$ cat src/rtl/irq_arbiter.sv
// Two-source (key / eth) interrupt controller in front of the core's interrupt input.
// Captures events and payloads, arbitrates round-robin and runs the ack / end-of-interrupt handshake.
module irq_arbiter #(
    parameter int DATA_W      = 32,
    parameter bit EDGE_DETECT = 1'b1
) (
    input  logic              clk,
    input  logic              rst,
    input  logic              key_evt,
    input  logic [DATA_W-1:0] key_data,
    input  logic              eth_evt,
    input  logic [DATA_W-1:0] eth_data,
    input  logic [1:0]        irq_mask,
    input  logic              irq_ack,
    input  logic              irq_eoi,
    output logic              interrupt_key,
    output logic              interrupt_eth,
    output logic [DATA_W-1:0] interrupt_source_data,
    output logic              irq_id,
    output logic [1:0]        overrun,
    output logic              busy
);

    // Handshake: interrupt_key/eth is a level request that stays high, with payload and
    // irq_id stable, until irq_ack is sampled in REQ; irq_eoi is honoured only in SERVICE.
    typedef enum logic [1:0] {
        IDLE    = 2'd0,
        REQ     = 2'd1,
        SERVICE = 2'd2
    } state_t;

    state_t            state;
    state_t            state_n;

    logic [1:0]        evt_raw;
    logic [1:0]        evt_prev;
    logic [1:0]        evt;
    logic [DATA_W-1:0] evt_data [2];
    logic [DATA_W-1:0] hold     [2];
    logic [1:0]        pending;
    logic [1:0]        eligible;
    logic              last_grant;
    logic              grant_en;
    logic              grant_id;
    logic [1:0]        grant_oh;

    assign evt_raw     = {eth_evt, key_evt};
    assign evt_data[0] = key_data;
    assign evt_data[1] = eth_data;

    always_comb begin
        evt = evt_raw;
        if (EDGE_DETECT) begin
            evt = evt_raw & ~evt_prev;
        end
    end

    // On a tie the source that did not win last time is granted.
    always_comb begin
        eligible = pending & ~irq_mask;
        grant_id = 1'b0;
        case (eligible)
            2'b01:   grant_id = 1'b0;
            2'b10:   grant_id = 1'b1;
            2'b11:   grant_id = ~last_grant;
            default: grant_id = 1'b0;
        endcase
    end

    always_ff @(posedge clk) begin
        if (rst) begin
            state <= IDLE;
        end else begin
            state <= state_n;
        end
    end

    always_comb begin
        state_n  = state;
        grant_en = 1'b0;
        case (state)
            IDLE: begin
                if (|eligible) begin
                    grant_en = 1'b1;
                    state_n  = REQ;
                end
            end
            REQ: begin
                if (irq_ack) begin
                    state_n = SERVICE;
                end
            end
            SERVICE: begin
                if (irq_eoi) begin
                    state_n = IDLE;
                end
            end
            default: state_n = IDLE;
        endcase
    end

    assign grant_oh = {grant_en & grant_id, grant_en & ~grant_id};
    assign busy     = (state != IDLE);

    // A new event on the source being granted re-arms pending (set wins over clear)
    // and is not an overrun, because the grant consumes the older payload.
    always_ff @(posedge clk) begin
        if (rst) begin
            evt_prev              <= 2'b00;
            pending               <= 2'b00;
            overrun               <= 2'b00;
            hold[0]               <= '0;
            hold[1]               <= '0;
            last_grant            <= 1'b0;
            interrupt_key         <= 1'b0;
            interrupt_eth         <= 1'b0;
            interrupt_source_data <= '0;
            irq_id                <= 1'b0;
        end else begin
            evt_prev <= evt_raw;
            for (int s = 0; s < 2; s++) begin
                if (evt[s]) begin
                    hold[s] <= evt_data[s];
                end
            end
            pending <= (pending & ~grant_oh) | evt;
            overrun <= (overrun | (evt & pending)) & ~grant_oh;

            if (grant_en) begin
                interrupt_source_data <= hold[grant_id];
                irq_id                <= grant_id;
                last_grant            <= grant_id;
                interrupt_key         <= ~grant_id;
                interrupt_eth         <= grant_id;
            end else if (state == REQ && irq_ack) begin
                interrupt_key <= 1'b0;
                interrupt_eth <= 1'b0;
            end
        end
    end

endmodule

$ cat config.mk
export PLATFORM = sky130hd
export DESIGN_NAME = irq_arbiter
export DESIGN_NICKNAME = d
export VERILOG_FILES = /design/src/rtl/irq_arbiter.sv
export SDC_FILE = /design/constraint.sdc
export NUM_CORES = 1
export LEC_CHECK = 0
export BUFFER_PORTS_ARGS = -buffer_cell sky130_fd_sc_hd__buf_2
export CORE_MARGIN = 10
export CORE_UTILIZATION = 50
export CTS_BUF_LIST = sky130_fd_sc_hd__clkbuf_8 sky130_fd_sc_hd__clkbuf_16
export CTS_CLUSTER_DIAMETER = 120
export CTS_CLUSTER_SIZE = 8
export DETAILED_ROUTE_END_ITERATION = 12
export GPL_ROUTABILITY_DRIVEN = 0
export HOLD_SLACK_MARGIN = 0.06
export PLACE_DENSITY = 0.78
export SYNTH_ARGS = -nofsm -noshare
export SYNTH_HDL_FRONTEND = slang
export SYNTH_SLANG_ARGS = --single-unit
$ cat constraint.sdc
create_clock -name clk -period 2.2 [get_ports clk]
set_input_delay 0.22 -clock clk [delete_from_list [all_inputs] [get_ports clk]]
set_output_delay 0.22 -clock clk [all_outputs]
set_load 0.01 [all_outputs]
==> flow_metrics.tcl <==
set metrics [dict create \
    holdPathEnd "state[0]" \
    core-area_um2 8640 \
    ys_types 32 \
    hold_viol 0 \
    htree_levels 3 \
    synth_compound_area_share_pct 16.0 \
    cts_num_sinks 107 \
    synth_top_area_cell "edfxtp_1" \
    clock_path_buffers 2 \
    gr-usage-all-layers_pct 15.6 \
    reg2regPathDepth 3 \
    startpoint_type "flip-flop" \
    route.vias.total 3003 \
    post_cts.repair.setup_buffers 0 \
    die_y_um 114 \
    postRouteAntennaNets 0 \
    seq_area_um2 2780 \
    power_frac_clock_pct 31.4 \
    fillers 719 \
    synthTopCellsByArea "edfxtp_1 (44%), dfxtp_1 (20%), and2_1 (9.1%)" \
    cts_resized 0 \
    ys_ff_latch 107 \
    r2r-start "evt_prev[0]" \
    final_max_slew_viol_count 0 \
    wl_per_cell_um 17.3 \
    maxCapViolCount 0 \
    cts_buffers 9 \
    syn-num-nets 435 \
    port_buffers 109 \
    rsz0062_at_grt "no" \
    ctsHoldBuffers 0 \
    synthMuxAreaShare_pct 0 \
    overflow 0 \
    syn_inst 363 \
    avgViaCountPerCell 5.19 \
    cts_tree "built" \
    reg2reg_to "hold[1][20]" \
    slowest_delay_ns 0.92 \
    grt_pass1_wl_mm 16.2 \
    hp-class "input pin to flip-flop" \
    setup_tns_ns 0 \
    area_growth_pct 19.8 \
    max_clock_freq_ghz 0.545 \
    dieArea_um2 13000 \
    grt_pass1_vias 3199 \
    yosysWarnings 0 \
    nets 537 \
    switching_power_uw 1090 \
    dp_hpwl_mm 6.85 \
    slew_headroom_pct 23.2 \
    grt_max_degree 65 \
    synth-adder-area-share_pct 0 \
    synth-xor-area-share_pct 0 \
    drtIter0Drc 121 \
    multi_input_area_um2 1480 \
    worst_pin_slew_ns 1.15 \
    crit_required_ns 2.43 \
    route.detailed.drc 0 \
    cp_cell_sequence "nand2b_1 > a21oi_4 > and2_1" \
    routed_wl_mm 10.0 \
    cp-end-kind "flip-flop" \
    synth_top_family_by_area "simple AND/OR/NAND/NOR gates" \
    cts-root-buf "clkbuf_8" \
    hold_depth 2 \
    clock_latency_ns 0.36 \
    seq_area_frac_synth_pct 63.1 \
    setup_viol 0 \
    worstPathArrival_ns 2.06 \
    period_share_pct 83.4 \
    pwr_density_cell_nw_per_um2 825 \
    start_util_pct 51.0 \
    power.total_uw 4360 \
    combPwrFrac_pct 14.2 \
    internal_power_uw 3260 \
    p_sw_share_pct 25.1 \
    synth-simple-area-share_pct 17.3 \
    antenna_found_initial 1 \
    status "complete, no violations" \
    drive_gt1_share_pct 38.1 \
    vdd_drop_max_mv 0.315 \
    fin_crit_ns 1.84 \
    path_clk_slew_ns 0.10 \
    path_class "flip-flop to flip-flop" \
    synth_top_area_share_pct 43.6 \
    worst_clock_skew_ns 0.0106 \
    slowest_stage "a21oi_4" \
    min_from "irq_ack" \
    rrSetupSlack_ns 0.36 \
    avgSynthCellArea_um2 12.1 \
    io_pins 110 \
    die_w_um 114 \
    first_pass_iters 4 \
    synth_area_um2 4410 \
    num_rows 34 \
    pwr-share-seq_pct 54.4 \
    cp_max_fo 64 \
    leakagePower_uw 0.00219 \
]
kinds of logic after synthesis:
logic type	after synthesis
flops	107
compound gates	81
buf+inv	27
simple gates	148
power groups by stage:
stage               Combinational, uW  Sequential, uW  Clock [uW]
floorplan                         369            2440           0
global placement                  608            2410           0
detailed placement                626            2420           0
CTS                               629            2370        1380
global route                      686            2390        1460
finish                            617            2370        1370
routing by layer:
metal / GRT usage, % / vias to the layer above / share of wire, %
li1: - / 1467 / -
met1: 17.6 / 1440 / 40
met2: 26.8 / 82 / 51
met3: 5.41 / 14 / 6.9
met4: 5.10 / 0 / 1.8
met5: 0 / - / 0
worst max-delay path: cells and delay by family (launching register included):
family,cells,cell delay [ns]
flops,1,0.30
compound gates,1,0.92
simple gates,2,0.46
Yosys cell counts:
master	count
a31oi_1	1
nand2b_1	4
and2b_1	1
nor2_1	34
inv_1	3
a21o_2	1
dfxtp_1	43
clkbuf_1	9
a21oi_4	1
nor2b_4	1
a2111oi_0	1
edfxtp_1	64
buf_6	5
or3b_2	1
a21oi_2	11
nand2_1	36
o21ai_4	1
nand3_1	2
o211ai_1	1
buf_4	2
nor2b_1	2
a21oi_1	28
a211oi_1	5
nor3_1	1
nand3b_1	1
buf_2	6
buf_1	2
a211oi_2	28
nor2_4	1
o21ai_0	2
and2_1	64
o21a_2	1
cell usage in the layout, fill, tap and decap left out, types with 2 or more instances in the layout:
| cell type | n |
|---|---|
| o21ai_0 | 2 |
| a211oi_1 | 5 |
| nand2_1 | 36 |
| a211oi_2 | 28 |
| nand2b_1 | 2 |
| nand3_1 | 2 |
| nor2b_1 | 2 |
| nand2b_2 | 2 |
| buf_12 | 3 |
| dfxtp_1 | 43 |
| edfxtp_1 | 64 |
| bufinv_16 | 2 |
| clkinv_4 | 2 |
| a21oi_2 | 10 |
| a21oi_4 | 2 |
| a21oi_1 | 28 |
| inv_1 | 3 |
| buf_4 | 3 |
| clkbuf_8 | 11 |
| buf_2 | 109 |
| nor2_1 | 34 |
| and2_1 | 64 |
through the flow:
step                util, %  std cells  instance area (um2)  hold WS (ns)  setup WS, ns
finish                 61.1        579                 5280        0.0905         0.365
global route           61.1        578                 5280        0.0913         0.103
CTS                    61.1        578                 5280        0.0838         0.319
detailed placement     58.4        562                 5040         0.459         0.330
global placement       58.4        562                 5040         0.449         0.342
floorplan                 -        363                 4410         0.343         0.473
layout make-up:
class                           count  area share [%]
Antenna cell                        1          0.0474
Clock buffer                       11            2.87
Clock inverter                      5            1.61
Inverter                            3           0.213
Multi-Input combinational cell    229            28.1
Sequential cell                   107            52.7
Tap cell                          108            2.56
Timing Repair Buffer              115            11.9
state kept, by name, indices dropped and copies added (netlist names):
signal / flops
interrupt_eth: 1
interrupt_key: 1
state: 2
last_grant: 1
evt_prev: 2
interrupt_source_data: 32
pending: 2
hold: 64
overrun: 2
how the worst max path moves through the flow:
| stage | start | slack [ns] | cells past startpoint | to |
|---|---|---|---|---|
| final | evt_prev[0] | 0.36 | 3 | hold[1][20] |
| after global routing | evt_prev[1] | 0.10 | 4 | hold[1][11] |
| after CTS | evt_prev[0] | 0.32 | 3 | hold[0][8] |
| after detailed placement | evt_prev[0] | 0.33 | 3 | hold[0][8] |
| after global placement | evt_prev[0] | 0.34 | 3 | hold[1][11] |
| after floorplan | rst | 0.47 | 2 | hold[0][0] |
Note: power is estimated with default switching activity, not from simulation.
